<file path="config.mk">
export PLATFORM = sky130hd
export DESIGN_NAME = msrv32_wr_en_ctrl
export DESIGN_NICKNAME = d
export VERILOG_FILES = /design/src/rtl/msrv32_wr_en_ctrl.sv
export SDC_FILE = /design/constraint.sdc
export NUM_CORES = 1
export LEC_CHECK = 0
export ABC_AREA = 0
export BUFFER_PORTS_ARGS = -buffer_cell sky130_fd_sc_hd__buf_2
export CORE_MARGIN = 3
export CORE_UTILIZATION = 40
export CTS_BUF_LIST = sky130_fd_sc_hd__clkbuf_16
export DETAILED_ROUTE_END_ITERATION = 6
export SKIP_LAST_GASP = 1
export SYNTH_ARGS = -nofsm -noshare
export SYNTH_HDL_FRONTEND = slang
export SYNTH_SLANG_ARGS = --single-unit
</file>
<file path="constraint.sdc">
create_clock -name ms_riscv32_mp_clk_in -period 1.43 [get_ports ms_riscv32_mp_clk_in]
set_input_delay 0.143 -clock ms_riscv32_mp_clk_in [delete_from_list [all_inputs] [get_ports ms_riscv32_mp_clk_in]]
set_output_delay 0.143 -clock ms_riscv32_mp_clk_in [all_outputs]
set_load 0.1 [all_outputs]
</file>
<file path="src/rtl/msrv32_wr_en_ctrl.sv">
// ---------------------------------------------------------------------------
// msrv32_wr_en_ctrl
//
// Multi-channel write-enable controller for the msrv32 writeback path. Each
// channel's write request travels through PIPE_STAGES register stages before
// it reaches the register-file / CSR-file write port. Flushes kill in-flight
// writes in the same cycle. Stalls freeze the pipe and suppress the output so
// a write never issues twice. A post-flush hold-off window (FLUSH_HOLD cycles)
// drops new requests. Per-channel saturating counters record lost writes.
//
// Handshake: there is no valid/ready pair. wr_en_req_in is sampled on a rising
// edge only when the entry gate is open (state RUN, no flush, no stall). While
// stalled the upstream stage is expected to hold its request steady and
// re-present it.
//
// Ports:
//   ms_riscv32_mp_clk_in  - clock, all state on the rising edge
//   ms_riscv32_mp_rst_in  - asynchronous active-low reset
//   wr_en_req_in          - per-channel write request from the WB stage
//   flush_in              - pipeline flush (trap, branch mispredict)
//   stall_in              - pipeline stall, in-flight requests hold
//   clr_cnt_in            - synchronous clear of all squash counters
//   wr_en_out             - gated write enables to the RF / CSR files
//   hold_active_out       - high while the FSM is in HOLD (FSM state view)
//   squash_cnt_out        - packed counters, channel i at [i*CNT_W +: CNT_W]
// ---------------------------------------------------------------------------
module msrv32_wr_en_ctrl #(
    parameter int NUM_CH      = 2,
    parameter int PIPE_STAGES = 1,
    parameter int FLUSH_HOLD  = 2,
    parameter int CNT_W       = 8
) (
    input  logic                      ms_riscv32_mp_clk_in,
    input  logic                      ms_riscv32_mp_rst_in,
    input  logic [NUM_CH-1:0]         wr_en_req_in,
    input  logic                      flush_in,
    input  logic                      stall_in,
    input  logic                      clr_cnt_in,
    output logic [NUM_CH-1:0]         wr_en_out,
    output logic                      hold_active_out,
    output logic [NUM_CH*CNT_W-1:0]   squash_cnt_out
);

    localparam int HCNT_W = 4;
    localparam logic [HCNT_W-1:0] HOLD_LOAD = HCNT_W'(FLUSH_HOLD);
    localparam logic [HCNT_W-1:0] HCNT_ONE  = HCNT_W'(1);

    typedef enum logic {
        ST_RUN  = 1'b0,
        ST_HOLD = 1'b1
    } state_e;

    state_e              state_q, state_d;
    logic [HCNT_W-1:0]   hold_cnt_q, hold_cnt_d;
    logic [NUM_CH-1:0]   stage_q [PIPE_STAGES];
    logic [NUM_CH-1:0]   stage_d [PIPE_STAGES];
    logic [CNT_W-1:0]    cnt_q [NUM_CH];
    logic [CNT_W-1:0]    cnt_d [NUM_CH];
    logic [NUM_CH-1:0]   stage_any;
    logic [NUM_CH-1:0]   lost;

    // ------------------------------------------------------------------
    // Pipeline next state. Flush beats stall; stall freezes every stage.
    // ------------------------------------------------------------------
    always_comb begin
        for (int k = 0; k < PIPE_STAGES; k++) begin
            stage_d[k] = stage_q[k];
        end
        if (flush_in) begin
            for (int k = 0; k < PIPE_STAGES; k++) begin
                stage_d[k] = '0;
            end
        end else if (!stall_in) begin
            stage_d[0] = (state_q == ST_RUN) ? wr_en_req_in : '0;
            for (int k = 1; k < PIPE_STAGES; k++) begin
                stage_d[k] = stage_q[k-1];
            end
        end
    end

    // ------------------------------------------------------------------
    // Hold-off FSM. A flush inside HOLD restarts the window.
    // ------------------------------------------------------------------
    always_comb begin
        state_d    = state_q;
        hold_cnt_d = hold_cnt_q;
        case (state_q)
            ST_RUN: begin
                if (flush_in && (FLUSH_HOLD > 0)) begin
                    state_d    = ST_HOLD;
                    hold_cnt_d = HOLD_LOAD;
                end
            end
            ST_HOLD: begin
                if (flush_in) begin
                    hold_cnt_d = HOLD_LOAD;
                end else if (hold_cnt_q == HCNT_ONE) begin
                    state_d    = ST_RUN;
                    hold_cnt_d = '0;
                end else begin
                    hold_cnt_d = hold_cnt_q - HCNT_ONE;
                end
            end
            default: begin
                state_d    = ST_RUN;
                hold_cnt_d = '0;
            end
        endcase
    end

    // ------------------------------------------------------------------
    // Squash accounting. A channel loses a write when a flush clears one of
    // its in-flight bits, or when its entry request is refused by a flush or
    // by the hold-off window. A request refused only because of a stall is
    // re-presented by upstream, so it is not a loss (hence the ~stall_in on
    // the HOLD term; a flush overrides the stall and is always a loss).
    // ------------------------------------------------------------------
    always_comb begin
        stage_any = '0;
        for (int k = 0; k < PIPE_STAGES; k++) begin
            stage_any = stage_any | stage_q[k];
        end
    end

    always_comb begin
        lost = ({NUM_CH{flush_in}} & stage_any) |
               (wr_en_req_in & {NUM_CH{flush_in | ((state_q == ST_HOLD) & ~stall_in)}});
    end

    always_comb begin
        for (int i = 0; i < NUM_CH; i++) begin
            cnt_d[i] = cnt_q[i];
            if (clr_cnt_in) begin
                cnt_d[i] = '0;
            end else if (lost[i] && (cnt_q[i] != {CNT_W{1'b1}})) begin
                cnt_d[i] = cnt_q[i] + CNT_W'(1);
            end
        end
    end

    // ------------------------------------------------------------------
    // State registers
    // ------------------------------------------------------------------
    always_ff @(posedge ms_riscv32_mp_clk_in or negedge ms_riscv32_mp_rst_in) begin
        if (!ms_riscv32_mp_rst_in) begin
            state_q    <= ST_RUN;
            hold_cnt_q <= '0;
            for (int k = 0; k < PIPE_STAGES; k++) begin
                stage_q[k] <= '0;
            end
            for (int i = 0; i < NUM_CH; i++) begin
                cnt_q[i] <= '0;
            end
        end else begin
            state_q    <= state_d;
            hold_cnt_q <= hold_cnt_d;
            for (int k = 0; k < PIPE_STAGES; k++) begin
                stage_q[k] <= stage_d[k];
            end
            for (int i = 0; i < NUM_CH; i++) begin
                cnt_q[i] <= cnt_d[i];
            end
        end
    end

    // ------------------------------------------------------------------
    // Outputs. The last stage is gated combinationally so a same-cycle
    // flush or stall suppresses the write before it reaches the file.
    // ------------------------------------------------------------------
    assign wr_en_out       = stage_q[PIPE_STAGES-1] & {NUM_CH{~stall_in & ~flush_in}};
    assign hold_active_out = (state_q == ST_HOLD);

    always_comb begin
        squash_cnt_out = '0;
        for (int i = 0; i < NUM_CH; i++) begin
            squash_cnt_out[i*CNT_W +: CNT_W] = cnt_q[i];
        end
    end

endmodule

</file>
==> summary.txt <==
CTS
  – Clock Sinks: 23
  – Clock Path Buffers: 2
  – Total CTS buffers: 3
  – Root Driver: clkbuf_16
  – Number of H-tree levels: 1
  – Clk_lat worst skew: 250 ps
  – Reg clk slew, reported paths: roughly 60 ps
  – CTS tree: done

STA
  – Fin. max-slew vios: 0
  – Post-route setup TNS: -334.5 ps
  – Period utilisation layout: 1.066
  – Count of final setup violators: 8
  – PnR worst setup slack: -93.92 ps
  – RSZ-0062 raised after global routing: yes
  – Max-Slew Margin vs Limit: 0.6564
  – Final hold slack: 210.3 ps
  – Clk_skew: approximately 3.4 ps
  – Max Freq: 0.6562 GHz
  – Final hold vios: 0
  – Worst Max-Slew Pin Slew: ~520 ps
  – Period minus WS final: 1524 ps

Logic synthesis
  – Primary FF master, synth: dfrtp_1
  – Mux cell area share after synthesis: 0.04995
  – Post-Synth Simple-Gate Area: 0.2400
  – Yosys top cell by area: dfrtp_1
  – Synth Net Count: 137
  – Synth cell count leaders: dfrtp_1, nor2_1, a21oi_1
  – Share of the synthesized area in the top cell type: 0.4505
  – Compound-Gate Fraction of Synth Area: 0.1675
  – Synth Register Bits: 23
  – Count leader, synth: dfrtp_1
  – Top cells by area, synth: dfrtp_1, nor2_1, a21oi_1
  – Post-Syn Area: around 1300 µm²
  – Cell variety after synth: 35
  – Xor/xnor share of the synthesized area: 0.01371
  – Adder-cell share of the synthesized area: 0.03918
  – Main combinational cell family by area after synthesis: simple AND/OR/NAND/NOR gates
  – Seq/Total Area, Yosys: 0.4505
  – Post-synth EDFFs: 0
  – Post-synth ARST share: 1.000
  – Yosys warns: 0
  – Mapped Cells: 126
  – Syn avg cell area: about 10 µm²

Die
  – Die area: 3908 µm²
  – Die Y: 62.51 µm
  – Starting density of the core: 0.4405
  – Die width: 62.51 µm
  – Core ar.: 2900 µm²
  – Boundary Pins: 26
  – FP Rows: 19

Place
  – DP HPWL: 2154 µm
  – Cell Area, Placed: 1733 µm²
  – I/O Buffers: 25
  – Gpl congestion: 0.8009
  – Cell count after placement: 207

Outcome
  – Violated checks: negative setup slack
  – Status: complete, but fails checks

Route
  – DRC Markers: 0
  – Total routed wirelength: 2944 µm
  – Vias per inst: 5.183
  – Detailed Routing Iterations Pass 1: 4
  – WL per Instance: 13.82 µm
  – Vias after detailed routing: 1104
  – Routed Antenna Nets: 0
  – Iter 0 DRT Violations: 54

Setup path
  – Data arrival, critical path: 1710 ps
  – Startpoint class of the critical path: flop
  – Worst path cell trace: ha_4 > nand3_4 > o2bb2ai_4 > or4_4 > a21oi_2
  – CP required: 1610 ps
  – Crit end category: flop
  – Crit-path max FO: 6
  – CP max stage delay: about 490 ps
  – Slowest CP cell: dfrtp_4
  – Setup CP Type: reg -> reg

Cells and area
  – Design Area, Final: 1872 µm²
  – Share of cells above drive strength 1: 0.5029
  – Final nets: 183
  – Area growth syn-to-layout: 46.52%
  – Final Non-Filler Cells: 213
  – Antenna cells: 0
  – Final core utilization: 0.6454

Power
  – Clk pwr share: 0.294
  – Leakage power: 0.7903 nW
  – Seq pwr share: 0.395
  – Switching part of the total: 0.3435
  – Internal Pwr Total: 1.348 mW
  – Pwr/cell area: 1097 nW/µm²
  – Net switching power: 705.4 µW
  – Peak supply drop: 0.0007454 V
  – Comb pwr share: 0.311

Global routing
  – GRT Total Usage: 0.1651
  – First-pass GRT wire length: 5271 µm
  – Initial antenna violation count: 0
  – Gr ovfl total: 0
  – Vias in the first global route: 1082
  – Largest net degree at the start of global routing: 24

Flow run
  – Max-cap violation count: 0

Min path
  – Min-Delay Path Class: in -> reg
-- logic make-up after synthesis --
family,count (synthesis)
xor+xnor,2
mux,6
compound gates,30
simple gates,52
fa+ha+maj,4
buf+inv,9
flops,23
-- per-stage QoR --
stage	power (mW)	worst slack, ps
3_3_place_gp	1.437	-35.07
6_report	2.054	-93.92
5_1_grt	2.172	-149.8
4_1_cts	2.076	-80.73
3_5_place_dp	1.448	-70.27
2_1_floorplan	1.303	-286.7
-- final timing paths --
path	slack [ps]	cells after the start	endpoint	start
worst max-delay path	-90	5	squash_cnt_out[13]	squash_cnt_out[8]
worst min-delay path	210	3	stage_any[1]	wr_en_req_in[1]
worst max register to register	-90	5	squash_cnt_out[13]	squash_cnt_out[8]
worst min register to register	540	2	hold_cnt_q[1]	hold_cnt_q[1]
max in group asynchronous	640	2	squash_cnt_out[8]	ms_riscv32_mp_rst_in
min in group asynchronous	400	2	squash_cnt_out[14]	ms_riscv32_mp_rst_in
-- worst max-delay path, delay by kind of cell (launching register included) --
kind                       cells  cell delay, ps
AOI/OAI and AO/OA              2             220
adders and majority gates      1             180
DFF                            1             490
and+or+nand+nor                2             560
-- layout by cell type (no fill, tap or decap), types with 2 or more instances in the layout --
| master | count |
|---|---|
| dfrtp_4 | 15 |
| o21ai_0 | 5 |
| buf_12 | 2 |
| or4_1 | 2 |
| nor2_1 | 16 |
| a22oi_1 | 2 |
| nand2b_1 | 3 |
| dfrtp_2 | 2 |
| ha_1 | 2 |
| o21ai_1 | 2 |
| clkbuf_16 | 3 |
| a21oi_1 | 9 |
| or3_1 | 3 |
| nor2b_1 | 2 |
| nand3_1 | 5 |
| nand3_4 | 2 |
| buf_4 | 18 |
| buf_2 | 22 |
| nand3b_4 | 2 |
| mux2i_1 | 3 |
| mux2_4 | 2 |
| o31ai_1 | 3 |
| a211oi_2 | 2 |
| nand2_1 | 6 |
| buf_6 | 2 |
| ha_4 | 2 |
| inv_1 | 4 |
| dfrtp_1 | 6 |
| nand4_1 | 3 |
-- metal layers --
metal / share of wire / GRT usage / vias up
li1: - / - / 548
met3: 0.040 / 0.02878 / 8
met4: 0.028 / 0.08264 / 0
met5: 0 / 0 / -
met1: 0.45 / 0.2153 / 520
met2: 0.48 / 0.2623 / 28
-- layout make-up --
class | instances | area, µm²
sequential | 23 | 634.4
timing repair buffer | 46 | 325.3
multi-input combinational | 94 | 764.5
clock inverter | 1 | 5.005
fill | 258 | 1028
clock buffer | 3 | 75.07
inverter | 4 | 15.01
tap | 42 | 52.55
-- state kept, by name (all words and copies together) (netlist names) --
name	cells
squash_cnt_out	16
hold_cnt_q	4
stage_any	2
hold_active_out	1
-- what timing repair did --
action                                 in CTS  in global routing
endpoints found under the hold margin      23                  0
resized for setup                           5                  5
hold buffers                                1                  0
pin swaps                                   5                  4
gates cloned                                0                  0
setup endpoints to repair                  10                 13
setup buffers                               1                  0
-- power groups by stage --
stage / registers (mW) / clock network, mW / logic, mW
2_1_floorplan: 0.982 / 0 / 0.321
3_3_place_gp: 0.820 / 0 / 0.618
3_5_place_dp: 0.822 / 0 / 0.626
4_1_cts: 0.810 / 0.627 / 0.639
5_1_grt: 0.820 / 0.653 / 0.699
6_report: 0.811 / 0.605 / 0.638
Power figures use the tool's default switching activity.
